<file path="src/rtl/spm_rmw_bridge.sv">
// Core-side byte-enabled request port to full-word SPM port; partial writes are
// turned into a read-modify-write sequence.
module spm_rmw_bridge #(
   parameter int unsigned ADDR_WIDTH = 16,
   parameter int unsigned DATA_WIDTH = 32
) (
   input  logic                    clk,
   input  logic                    reset,
   input  logic                    io_C_Valid,
   output logic                    io_C_Ready,
   input  logic                    io_C_We,
   input  logic [ADDR_WIDTH-1:0]   io_C_Addr,
   input  logic [DATA_WIDTH-1:0]   io_C_Data,
   input  logic [DATA_WIDTH/8-1:0] io_C_ByteEn,
   output logic                    io_C_RespValid,
   output logic [DATA_WIDTH-1:0]   io_C_RespData,
   output logic [DATA_WIDTH-1:0]   io_M_Data,
   output logic [ADDR_WIDTH-1:0]   io_M_Addr,
   output logic [DATA_WIDTH/8-1:0] io_M_ByteEn,
   output logic                    io_M_We,
   input  logic [DATA_WIDTH-1:0]   io_S_Data
);

   localparam int unsigned LANES = DATA_WIDTH / 8;

   typedef enum logic [2:0] {
      IDLE,
      RD_WAIT,
      RMW_RD,
      RMW_WR,
      ACK
   } state_t;

   state_t                 state_q, state_d;
   logic [ADDR_WIDTH-1:0]  req_addr_q;
   logic [DATA_WIDTH-1:0]  req_data_q;
   logic [LANES-1:0]       req_be_q;
   logic [DATA_WIDTH-1:0]  resp_q;
   logic                   accept;
   logic                   m_we;
   logic [ADDR_WIDTH-1:0]  m_addr;
   logic [DATA_WIDTH-1:0]  m_data;
   logic [DATA_WIDTH-1:0]  merged;

   assign accept = io_C_Valid && (state_q == IDLE);

   // State, captured request fields and response data
   always_ff @(posedge clk or negedge reset) begin
      if (!reset) begin
         state_q    <= IDLE;
         req_addr_q <= '0;
         req_data_q <= '0;
         req_be_q   <= '0;
         resp_q     <= '0;
      end else begin
         state_q <= state_d;
         if (accept) begin
            req_addr_q <= io_C_Addr;
            req_data_q <= io_C_Data;
            req_be_q   <= io_C_ByteEn;
            if (io_C_We) resp_q <= '0;
         end
         if (state_q == RD_WAIT) resp_q <= io_S_Data;
      end
   end

   // Next state and M-port drive; IDLE passes the C port straight through
   always_comb begin
      state_d = state_q;
      m_we    = 1'b0;
      m_addr  = req_addr_q;
      m_data  = req_data_q;
      merged  = io_S_Data;
      for (int i = 0; i < int'(LANES); i++) begin
         if (req_be_q[i]) merged[8*i +: 8] = req_data_q[8*i +: 8];
      end
      case (state_q)
         IDLE: begin
            m_addr = io_C_Addr;
            m_data = io_C_Data;
            if (accept) begin
               if (!io_C_We) begin
                  state_d = RD_WAIT;
               end else if (io_C_ByteEn == {LANES{1'b1}}) begin
                  m_we    = 1'b1;
                  state_d = ACK;
               end else if (io_C_ByteEn == '0) begin
                  state_d = ACK;
               end else begin
                  state_d = RMW_RD;
               end
            end
         end
         RD_WAIT: state_d = ACK;
         RMW_RD: begin
            m_we    = 1'b1;
            m_data  = merged;
            state_d = RMW_WR;
         end
         RMW_WR:  state_d = ACK;
         ACK:     state_d = IDLE;
         default: state_d = IDLE;
      endcase
   end

   // Reset gates the strobe so an interrupted RMW can never commit
   assign io_M_We        = m_we && reset;
   assign io_M_ByteEn    = {LANES{io_M_We}};
   assign io_M_Addr      = m_addr;
   assign io_M_Data      = m_data;
   assign io_C_Ready     = (state_q == IDLE);
   assign io_C_RespValid = (state_q == ACK);
   assign io_C_RespData  = resp_q;

endmodule
</file>
<file path="config.mk">
export PLATFORM = sky130hd
export DESIGN_NAME = spm_rmw_bridge
export DESIGN_NICKNAME = d
export VERILOG_FILES = /design/src/rtl/spm_rmw_bridge.sv
export SDC_FILE = /design/constraint.sdc
export NUM_CORES = 1
export LEC_CHECK = 0
export ABC_AREA = 1
export BUFFER_PORTS_ARGS = -buffer_cell sky130_fd_sc_hd__buf_2
export CAP_MARGIN = 10
export CORE_MARGIN = 5
export CORE_UTILIZATION = 54
export CTS_CLUSTER_DIAMETER = 40
export CTS_CLUSTER_SIZE = 28
export DETAILED_ROUTE_END_ITERATION = 8
export PLACE_DENSITY = 0.95
export SETUP_SLACK_MARGIN = 0.15
export SLEW_MARGIN = 20
export SYNTH_ARGS = -nofsm -noshare
export SYNTH_HDL_FRONTEND = slang
export SYNTH_SLANG_ARGS = --single-unit
</file>
<file path="constraint.sdc">
create_clock -name clk -period 2.8 [get_ports clk]
set_clock_uncertainty 0.15 [all_clocks]
set_input_delay 0.14 -clock clk [delete_from_list [all_inputs] [get_ports clk]]
set_output_delay 0.14 -clock clk [all_outputs]
set_load 0.005 [all_outputs]
</file>
==> key figures, run 1 <==
Synthesis
  – Top-area cell type share of the netlist area: 0.446
  – Top post-synthesis cells by area: dfrtp_1 45%, nand2_1 14%, o21ai_0 8.2%
  – Synth unique cells: 23
  – Top-count cell post-synth: nand2_1
  – Sequential-to-total area share from yosys stat: 0.446
  – Synthesized flop and latch total: 87
  – Syn Area/Cell: 7.99 sq um
  – Top FF cell, synth: dfrtp_1
  – Post-synth top cells: 178 x nand2_1, 87 x dfrtp_1, 83 x inv_1
  – Post-synth EDFFs: 0
  – Largest area contributor in the netlist: dfrtp_1
  – Syn nets: 699
  – Syn Inst Count: 611
  – Post-Syn Area: 4880 sq um
  – Post-synth ARST share: 1.00
  – Ys Warns: 0

Pwr
  – Clock group share of total power: 0.132
  – Sw power: 3.11 mW
  – P per Cell Area: 1030 nW/um^2
  – Pint: 3.77 mW
  – P_leak: 3.51 nW
  – Design Power: 6.88 mW
  – Combinational Power Share: 0.529
  – Sw frac: 0.452
  – Seq pwr share: 0.339
  – Max VDD drop: 0.702 mV

Timing
  – Measured slew at the worst slew-check pin: 0.700 ns
  – Final min period: 2.30 ns
  – Final worst slack: 0.500 ns
  – Pins Over Slew Limit: 0
  – FMAX: 435 MHz
  – Final setup fails: 0
  – Final period util: 0.821
  – Max_slew headroom: 0.534
  – RSZ-0062 raised after global routing: no
  – Final hold violation count: 0
  – Hold_ws: 0.0152 ns
  – Setup tns final: 0 ns

Global route
  – Total global-route track usage: 0.287
  – Vias in the first global route: 5171
  – Total gr overflow: 0
  – Global Route met2 Usage: 0.504
  – Global Route met1 Usage: 0.344
  – GR Layer Usage met3: 0.0598
  – Initial antenna violation count: 1
  – Global-route wire length before repair: 25900 um
  – Global route hottest layer: met2
  – Pin count of the biggest net entering global routing: 101

Placement
  – Placer's final routability congestion estimate: 0.869
  – Place WS: 0.740 ns
  – Placed cell area: 5620 sq um
  – Port bufs: 174
  – Placed Cells: 855
  – HPWL after DPL: 9040 um

Final layout
  – Final Non-Filler Cells: 958
  – Cell area after layout: 6690 sq um
  – Share of layout cells above drive strength 1: 0.296
  – Reg area: 2180 sq um
  – Multi-input gate area: 2030 sq um
  – Utilization after layout: 0.764
  – Area Growth Syn to Fin: 37.0%
  – Filler cells: 606
  – Nets: 932

Drt
  – Vias/cell: 5.37
  – Initial DRC Count: 308
  – Final ANT Viol Nets: 0
  – Via total after detailed routing: 5142
  – DRT Pass-1 Iters: 5
  – Total wire length after detailed routing: 15600 um
  – DRC Markers: 0
  – Wire per inst: 16.3 um

Worst setup path
  – Worst Setup Start Kind: register
  – Max FO, Critical Path: 40
  – Cell family with most CP delay: simple AND/OR/NAND/NOR gates
  – Endpoint class of the critical path: output pin
  – Kind of critical path: register to output pin
  – Critical path buffer and inverter count: 2
  – CP max-delay cell: dfrtp_1
  – Critical path cell sequence: nor2_4 > nand2_4 > buf_4 > nand2_1 > o21ai_0 > buf_2
  – CP max stage delay: 0.45 ns
  – CP arrival: 2.01 ns
  – Worst EP required: 2.51 ns

Clock tree
  – H-tree depth: 3
  – Reg clk slew, reported paths: 0.09 ns
  – Num CTS Buffers: 9
  – Post-CTS Resized: 0
  – CTS Sinks: 87
  – CTS tree: built
  – Postcts setup bufs: 0
  – Clk buf depth: 2
  – Clk Latency, worst-skew pair: 0.34 ns
  – CTS Root Cell: clkbuf_8

Floorplan
  – Row count: 34
  – Die height: 105 um
  – Die width: 105 um
  – Top Ports: 175
  – Core Area: 8760 sq um
  – Initial core utilization: 0.557
  – Die footprint: 11000 sq um

Hold path
  – Worst Hold Class: input port to register

Run status
  – Status: completed

Job
  – Max cap viols: 0
## logic make-up after synthesis
group | count (synthesis) | synth area share
AOI/OAI and AO/OA | 163 | 0.219
and+or+nand+nor | 229 | 0.197
DFF | 87 | 0.446
buffers and inverters | 132 | 0.139
## final cells by class
class	instances	area share
clock inverters	6	0.0101
inverters	87	0.0495
repair buffers	267	0.271
diodes	1	0.000374
clock buffers	10	0.0206
flip-flops and latches	87	0.325
multi-input cells	392	0.303
well taps	108	0.0202
## worst paths after layout
path,start,endpoint,slack (ns),cells past startpoint
max in group asynchronous,reset,req_data_q[21],1.75,3
min in group asynchronous,reset,req_data_q[3],0.28,3
min,io_C_Valid,req_be_q[0],0.02,3
min reg2reg,req_addr_q[1],req_addr_q[1],0.35,2
max reg2reg,state_q[0],req_addr_q[11],0.66,6
max,state_q[0],io_M_Addr[7],0.50,6
## layout by cell type, fill, tap and decap left out, types with 2 or more instances in the layout
| master | instances |
|---|---|
| nand2_1 | 178 |
| buf_2 | 173 |
| dfrtp_1 | 87 |
| dlygate4sd3_1 | 86 |
| inv_1 | 83 |
| o21ai_0 | 80 |
| o21ai_2 | 38 |
| nand3_1 | 37 |
| o211ai_1 | 26 |
| o21ai_1 | 12 |
| clkbuf_8 | 10 |
| nor2_1 | 7 |
| o211ai_2 | 6 |
| buf_4 | 6 |
| inv_2 | 3 |
| nor2_4 | 2 |
| inv_6 | 2 |
| clkinvlp_4 | 2 |
| buf_12 | 2 |
## routing by layer
metal,vias up,share of wire
met5,-,0
met2,279,0.52
met4,0,0.027
li1,2420,-
met1,2401,0.37
met3,42,0.080
## repair_timing
action,CTS,global route
setup endpoints to repair,0,0
endpoints found under the hold margin,173,0
hold buffers,86,0
## registers in the layout, indices dropped and copies added, names as in the netlist
| name | flops |
|---|---|
| req_data_q | 32 |
| req_be_q | 4 |
| state_q | 3 |
| io_C_RespData | 32 |
| req_addr_q | 16 |
## worst register-to-register path, delay by kind of cell, from the launching register on
| kind | cells | cell delay, ns |
|---|---|---|
| and+or+nand+nor | 4 | 1.16 |
| DFF | 1 | 0.44 |
| buffers and inverters | 1 | 0.18 |
| AOI/OAI and AO/OA | 1 | 0.08 |
## power groups by stage
stage / combinational (mW) / sequential (mW) / clock (mW)
5_1_grt: 4.06 / 2.41 / 0.976
3_5_place_dp: 3.45 / 2.32 / 0
3_3_place_gp: 3.33 / 2.29 / 0
2_1_floorplan: 2.54 / 2.16 / 0
6_report: 3.64 / 2.34 / 0.910
4_1_cts: 3.55 / 2.30 / 0.918
No activity file was read; power rests on OpenSTA's default activity.
==> run 2: changes to the inputs <==
ABC_AREA = 0   (was 1)
CORE_UTILIZATION = 49   (was 54)
PLACE_DENSITY = 0.89   (was 0.95)
clock period = 2.15 ns   (was 2.8 ns; I/O delays follow)
==> run 2 against run 1 <==
Net effect:
- core utilization fell by 1.3 points
- worst setup slack got worse by 0.40 ns
- clock power rose by 24%
- via count is 12% lower
- synthesized cell count is 36% lower
- combinational power is 94% higher
- final area increased by 2.2%
- critical endpoint is now io_M_Data[3]
- sequential share of layout area down 0.70 points
- clock-buffer cell count increased by 1
- power grew 64%
- first-iteration DRC count decreased by 14%
- die area increased by 1.5%
==> key figures, run 2 <==
Final layout
  – Final Non-Filler Cells: 769
  – Antenna diode count: 0
  – Utilization after layout: 0.751
  – Filler cells: 570
  – Area Growth Syn to Fin: 51.7%
  – Commonest non-fill, non-tap cell in the layout: buf_2
  – Share of layout cells above drive strength 1: 0.459
  – Nets: 741
  – Cell area after layout: 6840 sq um
  – Most frequent cells in the layout: 173 x buf_2, 88 x dlygate4sd3_1, 87 x dfrtp_1

Clock tree
  – Num CTS Buffers: 9
  – Clk Latency, worst-skew pair: 0.34 ns
  – CTS Root Cell: clkbuf_8
  – H-tree depth: 3
  – Reg clk slew, reported paths: 0.09 ns
  – Clk buf depth: 2
  – CTS tree: built
  – CTS Sinks: 87

Drt
  – Wire per inst: 20.7 um
  – Initial DRC Count: 266
  – Vias/cell: 5.88
  – DRC Markers: 0
  – DRT Pass-1 Iters: 5
  – Via total after detailed routing: 4520
  – Total wire length after detailed routing: 15900 um
  – Final ANT Viol Nets: 0

Timing
  – FMAX: 487 MHz
  – Final period util: 0.955
  – Pins Over Slew Limit: 0
  – RSZ-0062 raised after global routing: yes
  – Setup tns final: 0 ns
  – Max_slew headroom: 0.522
  – Final setup fails: 0
  – Hold_ws: 0.0548 ns
  – Final min period: 2.05 ns
  – Measured slew at the worst slew-check pin: 0.718 ns
  – Final hold violation count: 0
  – Final worst slack: 0.0975 ns

Global route
  – Pin count of the biggest net entering global routing: 42
  – Vias in the first global route: 4733
  – Initial antenna violation count: 0
  – Global-route wire length before repair: 24100 um
  – Total gr overflow: 0
  – Total global-route track usage: 0.272

Floorplan
  – Initial core utilization: 0.495
  – Die height: 106 um
  – Row count: 35
  – Core Area: 9110 sq um
  – Die footprint: 11200 sq um
  – Die width: 106 um
  – Top Ports: 175

Synthesis
  – Top FF cell, synth: dfrtp_1
  – Syn Inst Count: 394
  – Ys Warns: 0
  – Sequential-to-total area share from yosys stat: 0.483
  – Post-synth EDFFs: 0
  – Post-synth ARST share: 1.00
  – Syn nets: 482
  – Post-synth top cells: 87 x dfrtp_1, 50 x mux2_4, 49 x nand2_1
  – Largest area contributor in the netlist: dfrtp_1
  – Post-Syn Area: 4510 sq um
  – Top-count cell post-synth: dfrtp_1
  – Synthesized flop and latch total: 87
  – Synth unique cells: 31
  – Top post-synthesis cells by area: dfrtp_1 48%, mux2_4 17%, o22ai_1 6.4%
  – Syn Area/Cell: 11.4 sq um
  – Top-area cell type share of the netlist area: 0.483

Worst setup path
  – CP max-delay cell: or3_4
  – CP arrival: 1.80 ns
  – Worst EP required: 1.89 ns
  – Kind of critical path: register to output pin
  – Endpoint class of the critical path: output pin
  – Cell family with most CP delay: simple AND/OR/NAND/NOR gates
  – Worst Setup Start Kind: register
  – CP max stage delay: 0.47 ns
  – Worst R2R Start: state_q[0]
  – Critical path cell sequence: or3_4 > buf_12 > o22ai_1 > a21oi_1 > buf_2
  – CP startpoint: state_q[0]
  – Critical path buffer and inverter count: 2
  – Max FO, Critical Path: 12

Run status
  – Status: completed

Placement
  – Port bufs: 174
  – HPWL after DPL: 8920 um
  – Placed Cells: 658
  – Placer's final routability congestion estimate: 0.821
  – Placed cell area: 5410 sq um
  – Place WS: 0.265 ns

Pwr
  – Design Power: 11.3 mW
  – P_leak: 3.35 nW
  – Max VDD drop: 1.00 mV
  – P per Cell Area: 1660 nW/um^2

Job
  – Max cap viols: 0

Hold path
  – Worst Hold Class: input port to asynchronous set/reset pin
## run 2: cell types whose count changed after synthesis, moves of 32 or more
cell / delta
nand2_1: -129
inv_1: -79
o21ai_0: -79
mux2_4: +50
o22ai_1: +46
o21ai_2: -38
nand3_1: -37
a21oi_1: +34
a22o_1: +32
## run 2: final timing paths
path / cells past startpoint / to / slack [ns]
worst min register to register: 1 / io_C_RespData[22] / 0.35
min in group clk: 1 / io_C_RespData[22] / 0.35
max in group asynchronous: 3 / req_data_q[28] / 1.06
worst max-delay path: 5 / io_M_Data[3] / 0.1
worst max register to register: 5 / req_data_q[20] / 0.12
worst min-delay path: 2 / req_addr_q[6] / 0.05
## run 2: power breakdown
| part | switching, mW | internal (mW) | total [mW] | leakage (nW) |
|---|---|---|---|---|
| combinational | 3.38 | 3.69 | 7.07 | 2.20 |
| sequential | 0.706 | 2.41 | 3.11 | 1.06 |
| clock | 0.595 | 0.539 | 1.13 | 0.0937 |
| total | 4.68 | 6.64 | 11.3 | 3.35 |
## run 2: repair_timing
item | 4_1_cts | 5_1_grt
buffers inserted | 2 | 1
resized for setup | 16 | 35
endpoints found under the setup margin | 48 | 48
hold endpoints to repair | 173 | 0
hold buffers | 88 | 0
gates cloned | 1 | 3
pin swaps | 6 | 18
## run 2: logic make-up after synthesis
group / share of synthesized area
AO/OA/AOI/OAI: 0.201
flip-flops: 0.483
AND/OR/NAND/NOR: 0.0827
multiplexers: 0.172
buffers and inverters: 0.0616
## run 2: layout make-up
class | count | area (sq um) | area share
inverter | 5 | 20.0 | 0.00293
multi-input combinational | 267 | 2280 | 0.334
timing repair buffer | 283 | 2030 | 0.297
sequential | 87 | 2180 | 0.318
tap | 111 | 139 | 0.0203
clock buffer | 11 | 131 | 0.0192
clock inverter | 5 | 56.3 | 0.00823
## run 2: worst register-to-register path: cells and delay by family (launching register included)
kind | cells | cell delay (ns)
buffers and inverters | 2 | 0.35
AND/OR/NAND/NOR | 2 | 0.65
flip-flops | 1 | 0.39
multiplexers | 1 | 0.39
## run 2: per-layer routing
layer / vias up / GRT usage / share of wire
met4: 0 / 0.116 / 0.029
met5: - / 0 / 0
met3: 46 / 0.0625 / 0.085
met2: 289 / 0.477 / 0.51
li1: 1982 / - / -
met1: 2203 / 0.319 / 0.38
==> run 3: changes to the inputs <==
PLACE_DENSITY = 0.8   (was 0.89)
==> run 3 against run 2 <==
Net effect:
- global-route usage down 1.8 points
- first-iteration DRC count down 5.6%
- maximum frequency up 1.1%
- critical path type unchanged
- largest cell class unchanged
==> key figures, run 3 (same netlist as run 2, synthesis figures left out) <==
Run status
  – Status: completed

Drt
  – Initial DRC Count: 251
  – DRT Pass-1 Iters: 4
  – Via total after detailed routing: 4299
  – Met1 Routed Length: 5880 um
  – Wire per inst: 19.2 um
  – Met2 Routed Length: 7520 um
  – DRC Markers: 0
  – Final ANT Viol Nets: 0
  – Vias/cell: 5.58
  – Total wire length after detailed routing: 14800 um
  – DR WL met3: 983 um
  – DR top layer: met4

Global route
  – Total gr overflow: 0
  – Global-route wire length before repair: 22800 um
  – Total global-route track usage: 0.253
  – Initial antenna violation count: 1
  – Vias in the first global route: 4530
  – Pin count of the biggest net entering global routing: 88

Final layout
  – Nets: 742
  – Commonest non-fill, non-tap cell in the layout: buf_2
  – Share of layout cells above drive strength 1: 0.454
  – Area Growth Syn to Fin: 51.9%
  – Most frequent cells in the layout: 173 x buf_2, 88 x dlygate4sd3_1, 87 x dfrtp_1

Timing
  – Final period util: 0.945
  – Final setup fails: 0
  – Final min period: 2.03 ns
  – Setup tns final: 0 ns
  – Final hold violation count: 0
  – Hold_ws: 0.215 ns
  – FMAX: 492 MHz
  – RSZ-0062 raised after global routing: yes
  – Pins Over Slew Limit: 0
  – Max_slew headroom: 0.572
  – Measured slew at the worst slew-check pin: 0.642 ns

Placement
  – Placer's final routability congestion estimate: 0.865
  – Port bufs: 174
  – HPWL after DPL: 8430 um

Hold path
  – Worst Hold Class: input port to asynchronous set/reset pin

Clock tree
  – Num CTS Buffers: 9
  – Clk buf depth: 2
  – CTS tree: built
  – H-tree depth: 3
  – Clk Latency, worst-skew pair: 0.33 ns
  – Reg clk slew, reported paths: 0.10 ns
  – CTS Sinks: 87
  – CTS Root Cell: clkbuf_8

Floorplan
  – Top Ports: 175
  – Die height: 106 um
  – Core Area: 9110 sq um
  – Row count: 35
  – Die width: 106 um
  – Initial core utilization: 0.495
  – Die footprint: 11200 sq um

Worst setup path
  – R2r setup slk: 0.24 ns
  – CP max stage delay: 0.44 ns
  – FF-to-FF End: req_be_q[0]
  – Worst EP required: 1.89 ns
  – CP startpoint: state_q[0]
  – Max FO, Critical Path: 24
  – CP arrival: 1.77 ns
  – Critical path cell sequence: or3_4 > buf_16 > o22ai_1 > a21oi_1 > buf_2
  – Kind of critical path: register to output pin
  – CP endpoint: io_M_Data[13]
  – Endpoint class of the critical path: output pin
  – CP max-delay cell: or3_4
  – Worst R2R Start: state_q[0]
  – Worst Setup Start Kind: register
  – FF-to-FF path depth: 5

Pwr
  – P per Cell Area: 1610 nW/um^2
  – Max VDD drop: 1.08 mV
  – P_leak: 3.36 nW

Job
  – Max cap viols: 0
[run 3: power breakdown]
part | internal, mW | switching, mW
Sequential | 2.41 | 0.684
Combinational | 3.61 | 3.21
Clock | 0.594 | 0.551
Total | 6.61 | 4.45
[run 3: per-layer routing]
| layer | vias to the layer above | GRT usage |
|---|---|---|
| met3 | 36 | 0.0528 |
| met2 | 215 | 0.441 |
| met5 | - | 0 |
| li1 | 1985 | - |
| met1 | 2063 | 0.316 |
| met4 | 0 | 0.0805 |
[run 3: worst min path at each step]
stage | endpoint | slack [ns] | depth (start not counted)
after floorplan | io_C_RespData[0] | -0.34 | 0
after global placement | io_C_RespData[3] | 0.05 | 2
after detailed placement | io_C_RespData[3] | 0.06 | 2
after CTS | io_C_RespData[0] | 0.21 | 3
after global routing | io_C_RespData[0] | 0.22 | 3
final | io_C_RespData[20] | 0.21 | 3
[run 3: critical path: cells and delay by family (launching register included)]
| kind | cells | cell delay [ns] |
|---|---|---|
| simple gates | 1 | 0.44 |
| flops | 1 | 0.38 |
| compound gates | 2 | 0.25 |
| buf+inv | 2 | 0.35 |
[run 3: repair_timing]
item,in CTS,in global routing
hold buffers,88,0
setup endpoints to repair,37,69
setup buffers,1,4
pin swaps,4,12
gates cloned,0,3
hold endpoints to repair,173,0
gates resized for setup,16,31
[run 3: layout make-up]
class | instances | area, sq um
multi-input combinational | 268 | 2280
timing repair buffer | 283 | 2040
fill | 613 | 2260
antenna | 1 | 2.50
clock inverter | 3 | 42.5
sequential | 87 | 2180
clock buffer | 12 | 155
inverter | 5 | 20.0
tap | 111 | 139
[run 3: metrics by stage]
step	util	cells	setup slack [ns]	total power, mW	instance area (sq um)
after detailed placement	0.596	658	0.199	8.75	5430
after global routing	0.752	770	0.0659	11.8	6850
after floorplan	-	394	0.208	6.83	4510
after global placement	0.596	658	0.232	8.58	5430
final	0.752	770	0.119	11.1	6850
after CTS	0.724	762	0.130	10.3	6600
